**config.mk**
```make
export PLATFORM = sky130hd
export DESIGN_NAME = saber_sequencer
export DESIGN_NICKNAME = d
export VERILOG_FILES = /design/src/rtl/saber_pkg.sv /design/src/rtl/saber_step_timer.sv /design/src/rtl/saber_sequencer.sv
export SDC_FILE = /design/constraint.sdc
export NUM_CORES = 1
export LEC_CHECK = 0
export CAP_MARGIN = 40
export CORE_UTILIZATION = 26
export DETAILED_ROUTE_END_ITERATION = 10
export HOLD_SLACK_MARGIN = 0.15
export SKIP_CTS_REPAIR_TIMING = 1
export SLEW_MARGIN = 5
export SYNTH_ARGS = -nofsm -noshare
export SYNTH_HDL_FRONTEND = slang
export SYNTH_HIERARCHICAL = 1
export SYNTH_SLANG_ARGS = --single-unit
```
**constraint.sdc**
```tcl
create_clock -name clk -period 6 [get_ports clk]
set_clock_uncertainty 0.2 [all_clocks]
set_input_delay 0.9 -clock clk [delete_from_list [all_inputs] [get_ports clk]]
set_output_delay 0.9 -clock clk [all_outputs]
set_load 0.02 [all_outputs]
```
**src/rtl/saber_pkg.sv**
```systemverilog
// rtl/saber_pkg.sv - shared config encodings and sequencer state type
package saber_pkg;

    localparam logic [1:0] CFG_OFF    = 2'd0;
    localparam logic [1:0] CFG_SINGLE = 2'd1;
    localparam logic [1:0] CFG_DOUBLE = 2'd2;
    localparam logic [1:0] CFG_HILTED = 2'd3;

    typedef enum logic [1:0] {
        ST_OFF     = 2'd0,
        ST_IGNITE  = 2'd1,
        ST_ON      = 2'd2,
        ST_RETRACT = 2'd3
    } seqState_t;

endpackage

```
**src/rtl/saber_step_timer.sv**
```systemverilog
// rtl/saber_step_timer.sv - free-running ramp step divider, tick every STEP_CYCLES cycles while run
module saber_step_timer #(
    parameter int STEP_CYCLES = 4
) (
    input  logic clk,
    input  logic rst,
    input  logic run,
    input  logic clear,
    output logic tick
);

    localparam int CNT_W = (STEP_CYCLES > 1) ? $clog2(STEP_CYCLES) : 1;
    localparam logic [CNT_W-1:0] LAST = CNT_W'(STEP_CYCLES - 1);

    logic [CNT_W-1:0] count;

    always_ff @(posedge clk) begin
        if (rst || clear) begin
            count <= '0;
        end else if (run) begin
            count <= (count == LAST) ? '0 : count + 1'b1;
        end
    end

    assign tick = run && (count == LAST);

endmodule

```
**src/rtl/saber_sequencer.sv**
```systemverilog
// rtl/saber_sequencer.sv - blade ignition/retraction sequencer gating config register updates
// Optional: SABER_QUICK_RETRACT_EN makes power-drop retractions step every cycle.
module saber_sequencer
    import saber_pkg::*;
#(
    parameter int RAMP_STEPS  = 8,
    parameter int STEP_CYCLES = 4,
    parameter int LVL_W       = 4
) (
    input  logic             clk,
    input  logic             rst,
    input  logic             power,
    input  logic             req_valid,
    input  logic [1:0]       req_cfg,
    output logic             req_ready,
    output logic             cfg_en,
    output logic [1:0]       cfg_set,
    output logic [LVL_W-1:0] blade_level,
    output logic             busy,
    output logic             hum_on
);

    localparam logic [LVL_W-1:0] FULL = LVL_W'(RAMP_STEPS);

    seqState_t        state, stateNext;
    logic [1:0]       pending, pendingNext, cfgNext;
    logic [LVL_W-1:0] levelNext;
    logic             accept, timerTick, stepTick, stateChange;

    assign busy        = (state == ST_IGNITE) || (state == ST_RETRACT);
    assign hum_on      = (state != ST_OFF);
    assign cfg_en      = power;
    assign req_ready   = power && ((state == ST_OFF) || (state == ST_ON));
    assign accept      = req_valid && req_ready;
    assign stateChange = (stateNext != state);

    saber_step_timer #(.STEP_CYCLES(STEP_CYCLES)) stepTimer (
        .clk  (clk),
        .rst  (rst),
        .run  (busy),
        .clear(stateChange),
        .tick (timerTick)
    );

`ifdef SABER_QUICK_RETRACT_EN
    // Remembers whether the current retraction was caused by losing power.
    logic quickRet;

    always_ff @(posedge clk) begin
        if (rst) begin
            quickRet <= 1'b0;
        end else if (stateChange) begin
            quickRet <= ((state == ST_IGNITE) || (state == ST_ON)) && !power;
        end
    end

    assign stepTick = timerTick || ((state == ST_RETRACT) && quickRet);
`else
    assign stepTick = timerTick;
`endif

    always_comb begin
        stateNext   = state;
        cfgNext     = cfg_set;
        pendingNext = pending;
        levelNext   = blade_level;
        case (state)
            ST_OFF: begin
                if (accept && (req_cfg != CFG_OFF)) begin
                    cfgNext   = req_cfg;
                    stateNext = ST_IGNITE;
                end
            end
            ST_IGNITE: begin
                // Power loss wins over a coincident step: retract from the level held now.
                if (!power) begin
                    pendingNext = CFG_OFF;
                    stateNext   = ST_RETRACT;
                end else if (stepTick) begin
                    levelNext = blade_level + 1'b1;
                    if (blade_level == FULL - 1'b1) begin
                        stateNext = ST_ON;
                    end
                end
            end
            ST_ON: begin
                if (!power) begin
                    pendingNext = CFG_OFF;
                    stateNext   = ST_RETRACT;
                end else if (accept && (req_cfg != cfg_set)) begin
                    pendingNext = req_cfg;
                    stateNext   = ST_RETRACT;
                end
            end
            ST_RETRACT: begin
                if (!power) begin
                    pendingNext = CFG_OFF;
                end
                if (stepTick) begin
                    if (blade_level > LVL_W'(1)) begin
                        levelNext = blade_level - 1'b1;
                    end else begin
                        levelNext = '0;
                        if ((pending == CFG_OFF) || !power) begin
                            cfgNext   = CFG_OFF;
                            stateNext = ST_OFF;
                        end else begin
                            cfgNext     = pending;
                            pendingNext = CFG_OFF;
                            stateNext   = ST_IGNITE;
                        end
                    end
                end
            end
            default: stateNext = ST_OFF;
        endcase
    end

    always_ff @(posedge clk) begin
        if (rst) begin
            state       <= ST_OFF;
            cfg_set     <= CFG_OFF;
            pending     <= CFG_OFF;
            blade_level <= '0;
        end else begin
            state       <= stateNext;
            cfg_set     <= cfgNext;
            pending     <= pendingNext;
            blade_level <= levelNext;
        end
    end

endmodule

```
# After elaboration in Yosys (flattened, before gate mapping)
# Cells that the tools add are included.
classes:
  eq_ne: 13
  mul: 0
  n_shift: 0
  n_div: 0
  add_sub_neg: 3
  n_reduce_logical: 20
  n_bitwise: 0
  n_lt_le_gt_ge: 1
  muxes: 28
op_table:
  columns: ["op", "n"]
  rows:
  - ["$mux W2", 19]
  - ["$mux W4", 4]
  - ["$ne A2 B2 Y1 const B", 4]
  - ["$pmux W2 S4", 1]
  - ["$pmux W4 S2", 1]
  - ["$reduce_and A4 Y1", 2]
  - ["$reduce_bool A2 Y1", 4]
  - ["$eq A2 B2 Y1 const B", 3]
  - ["$pmux W2 S3", 1]
  - ["$logic_and A1 B1 Y1", 5]
  - ["$add A4 B1 Y4 const B", 1]
  - ["$eq A4 B3 Y1 const B", 1]
  - ["$gt A4 B1 Y1 const B", 1]
  - ["$logic_not A2 Y1", 2]
  - ["$logic_or A1 B1 Y1", 4]
  - ["$ne A2 B2 Y1", 2]
  - ["$pmux W2 S2", 1]
  - ["$sub A4 B1 Y4 const B", 1]
  - ["$ne A3 B2 Y1 const B", 1]
  - ["$reduce_bool A3 Y1", 1]
  - ["$add A2 B1 Y2 const B", 1]
  - ["$eq A2 B1 Y1 const B", 1]
  - ["$ne A2 B1 Y1 const B", 1]
  - ["$reduce_and A2 Y1", 1]
  - ["2 further kinds", 2]
word_totals:
  ramBits: 0
  regBits: 12
  inputBits: 6
  latch_bits: 0
  mem_count: 0
  rom_bits: 0

# Logic depth before layout (Yosys ltp)
logic_depth:
  word_depth: 10
  ltp_mapped: 8
  depth_no_buf: 7

# Modules after synthesis
# The synthesis kept the hierarchy.
by_module_without_submodules:
  columns: ["mod", "seq_area_each_um2", "instances", "area_each_um2", "cells_each"]
  rows:
  - ["saber_sequencer", 200.2, 1, 754.5, 95]
  - ["saber_step_timer", 40.0, 1, 101.3, 9]

# Worst setup path after synthesis
# Ideal clock, no wire load.
synth_path:
  kind: "input port to output port"
  startpoint: "input port power"
  endpoint: "output port req_ready"
  arrival_ns: 1.291
  path_stages: 3
  required_time_ns: 4.900
  slack_ns: 3.609
  path_cell_list: "buf_2 > nand2_1 > inv_1"
synth_between:
  elab_chain_len: 1
synth_lines:
  columns: ["element", "line_no", "source"]
  rows:
  - ["from (decl)", "saber_sequencer.sv:12", "input logic power,"]
  - ["$logic_and A1 B1 Y1", "saber_sequencer.sv:33", "assign req_ready = power && ((state == ST_OFF) || (state == ST_ON));"]
  - ["to (decl)", "saber_sequencer.sv:15", "output logic req_ready,"]
# Every way passes these cells.

# Worst setup path in the final report
# Same ends and word-level chain as after synthesis.

==> metrics <==
Total Power 183 uW; Fin Hold WS 0.324 ns; cts bufs inserted 3; CTS tree yes; Worst Path Buf+Inv 3; biggest cell delay along the critical path 0.76 ns; Pre-antenna DRT Iters 4; syn nets 114; crit start category primary input; P&R area growth vs syn 21.3%; Bufs on Longest Clock Path 2; area leader, netlist dfxtp_1; via-per-instance ratio 5.31; H-tree depth 1; Netlist cell types 43; area post-placement 1020 sq um; Least-Margin Pin Slew 0.637 ns; Syn. warnings 6; crit-path most repeated cell clkdlybuf4s50_1; I/O Buffers 15; largest net degree at the start of global routing 21; Post-synth EDFFs 0; Primary FF master, synth dfxtp_1; Post-synth ARST share 0%; ratio of cells with drive above 1 in the final layout 7.96%; peak fanout along the critical path 14; Mapped Cells 104; clk slew on worst S/H paths 0.07 ns; share of the synthesized area in the top cell type 28.1%; Final ANT Viol Nets 0; final setup vio count 0; antenna violations before repair 0; RD Place Congestion 0.821; post-synthesis sequential area ratio 28.1%; Slew Viols, Final 0; Chip Width 59.4 um; area of the core 3080 sq um; Pleak 0.364 nW; Worst Path Class, Setup primary input to output port; Final nets 125; Initial DRC Count 15; PnR worst setup slack 2.40 ns; Die Y 59.4 um; crit path DAT 2.50 ns; CP Capture Type output port; Antenna Cells 0; io pins 16; Worst Path Required 4.90 ns; GRT Overall Usage 13.6%; most common cell in the synthesized netlist dfxtp_1; hold crit path type flop to flop; Cell Chain, Critical Path clkdlybuf4s50_1, nand2_1, inv_1, clkdlybuf4s50_1; Max Cap Viol 0; Crit path max-delay family buffers and inverters; Rel. slew slack 57.5%; Tcrit/Tclk final 60.0%; most frequent cells after synthesis dfxtp_1 (12), nand2_1 (10), nor2_1 (7); synthesized area 856 sq um; CP max stage cell clkdlybuf4s50_1; largest cells by area after synthesis dfxtp_1 (28%), ha_1 (5.8%), nand2_1 (4.4%); PD cells 176 nW/um^2; final wirelength 2030 um; WL per Instance 12.9 um; RSZ-0062 raised after global routing false; Std-Cell Rows 20; first-pass GRT wire length 3580 um; Final TNS setup 0 ns; Final Hold Fails 0; die area 3520 sq um; total gr overflow 0; via count 833; initial cell density of the core 27.8%; status completed; pre-CTS WS 2.40 ns; number of global-route vias before repair 808; mean area per synthesized cell 8.23 sq um; Final HPWL DP 1470 um; Worst-Skew Late Latency 0.28 ns; clock sinks 12; flops & latches, synth 12; Worst IR Drop VDD 99.2 uV; clk root buf clkbuf_4; final instance area 1040 sq um; fmax 278 MHz; DR DRC count 0; final worst path period need 3.60 ns
[cells in the final DEF, fill, tap and decap left out, types with 3 or more instances in the layout]
master	instances
a21oi_1	6
a311oi_1	4
clkbuf_4	3
clkdlybuf4s50_1	15
dfxtp_1	12
ha_1	4
inv_1	5
nand2_1	10
nand3_1	3
nor2_1	7
nor3_1	6
[per-stage QoR]
stage | utilization [%] | cells
after floorplan | - | 104
after global placement | 33.0 | 154
after detailed placement | 33.0 | 154
after CTS | 33.7 | 157
after global routing | 33.7 | 157
final | 33.7 | 157
[where the power goes]
part / internal [mW] / switching, mW / leakage [nW] / total (mW)
Sequential: 0.0828 / 0.00759 / 0.0974 / 0.0904
Combinational: 0.0196 / 0.0214 / 0.252 / 0.0410
Clock: 0.0233 / 0.0278 / 0.0138 / 0.0512
[worst register-to-register path, stage by stage (launching register included)]
cell	delay, ns
dfxtp_1	0.73
and2_1	0.35
nand3_1	0.12
nor4_2	0.39
or2_1	0.23
a211o_1	0.15
nor3_1	0.06
[logic make-up (layout without fill, tap and decap cells)]
family	after synthesis	after routing	share of synthesized area, %
compound gates	29	29	28.2
simple gates	42	42	27.2
fa+ha+maj	4	4	5.85
xor+xnor	2	2	2.05
mux	1	1	1.17
buf+inv	14	23	7.46
flops	12	12	28.1
[sequential cells by signal (all words and copies together) (netlist names)]
register,count
blade_level,4
stepTimer/count,2
cfg_set,2
pending,2
state,2
[metal layers]
layer / GRT usage [%] / vias up / wire length [um]
met5: 0 / - / 0
met4: 5.10 / 0 / 10
met2: 21.7 / 17 / 955
met3: 4.59 / 2 / 96
met1: 16.8 / 401 / 967
li1: - / 413 / -
[final timing paths]
| kind | from | to | slack [ns] | depth (start not counted) |
|---|---|---|---|---|
| hold reg to reg | stepTimer/count[0]$_SDFFE_PP0P_ | stepTimer/count[0]$_SDFFE_PP0P_ | 0.32 | 2 |
| setup reg to reg | state[0]$_SDFF_PP0_ | stepTimer/count[1]$_SDFFE_PP0P_ | 3.65 | 6 |
| setup / recovery | power | req_ready | 2.40 | 4 |
| hold / removal | stepTimer/count[0]$_SDFFE_PP0P_ | stepTimer/count[0]$_SDFFE_PP0P_ | 0.32 | 2 |
[layout make-up]
| type | instances | area (sq um) |
|---|---|---|
| repair buffers | 15 | 150 |
| flip-flops and latches | 12 | 240 |
| clock buffers | 3 | 22.5 |
| inverters | 5 | 18.8 |
| fillers | 324 | 2040 |
| multi-input cells | 78 | 552 |
| well taps | 44 | 55.1 |
(Power assumes the default switching activity.)
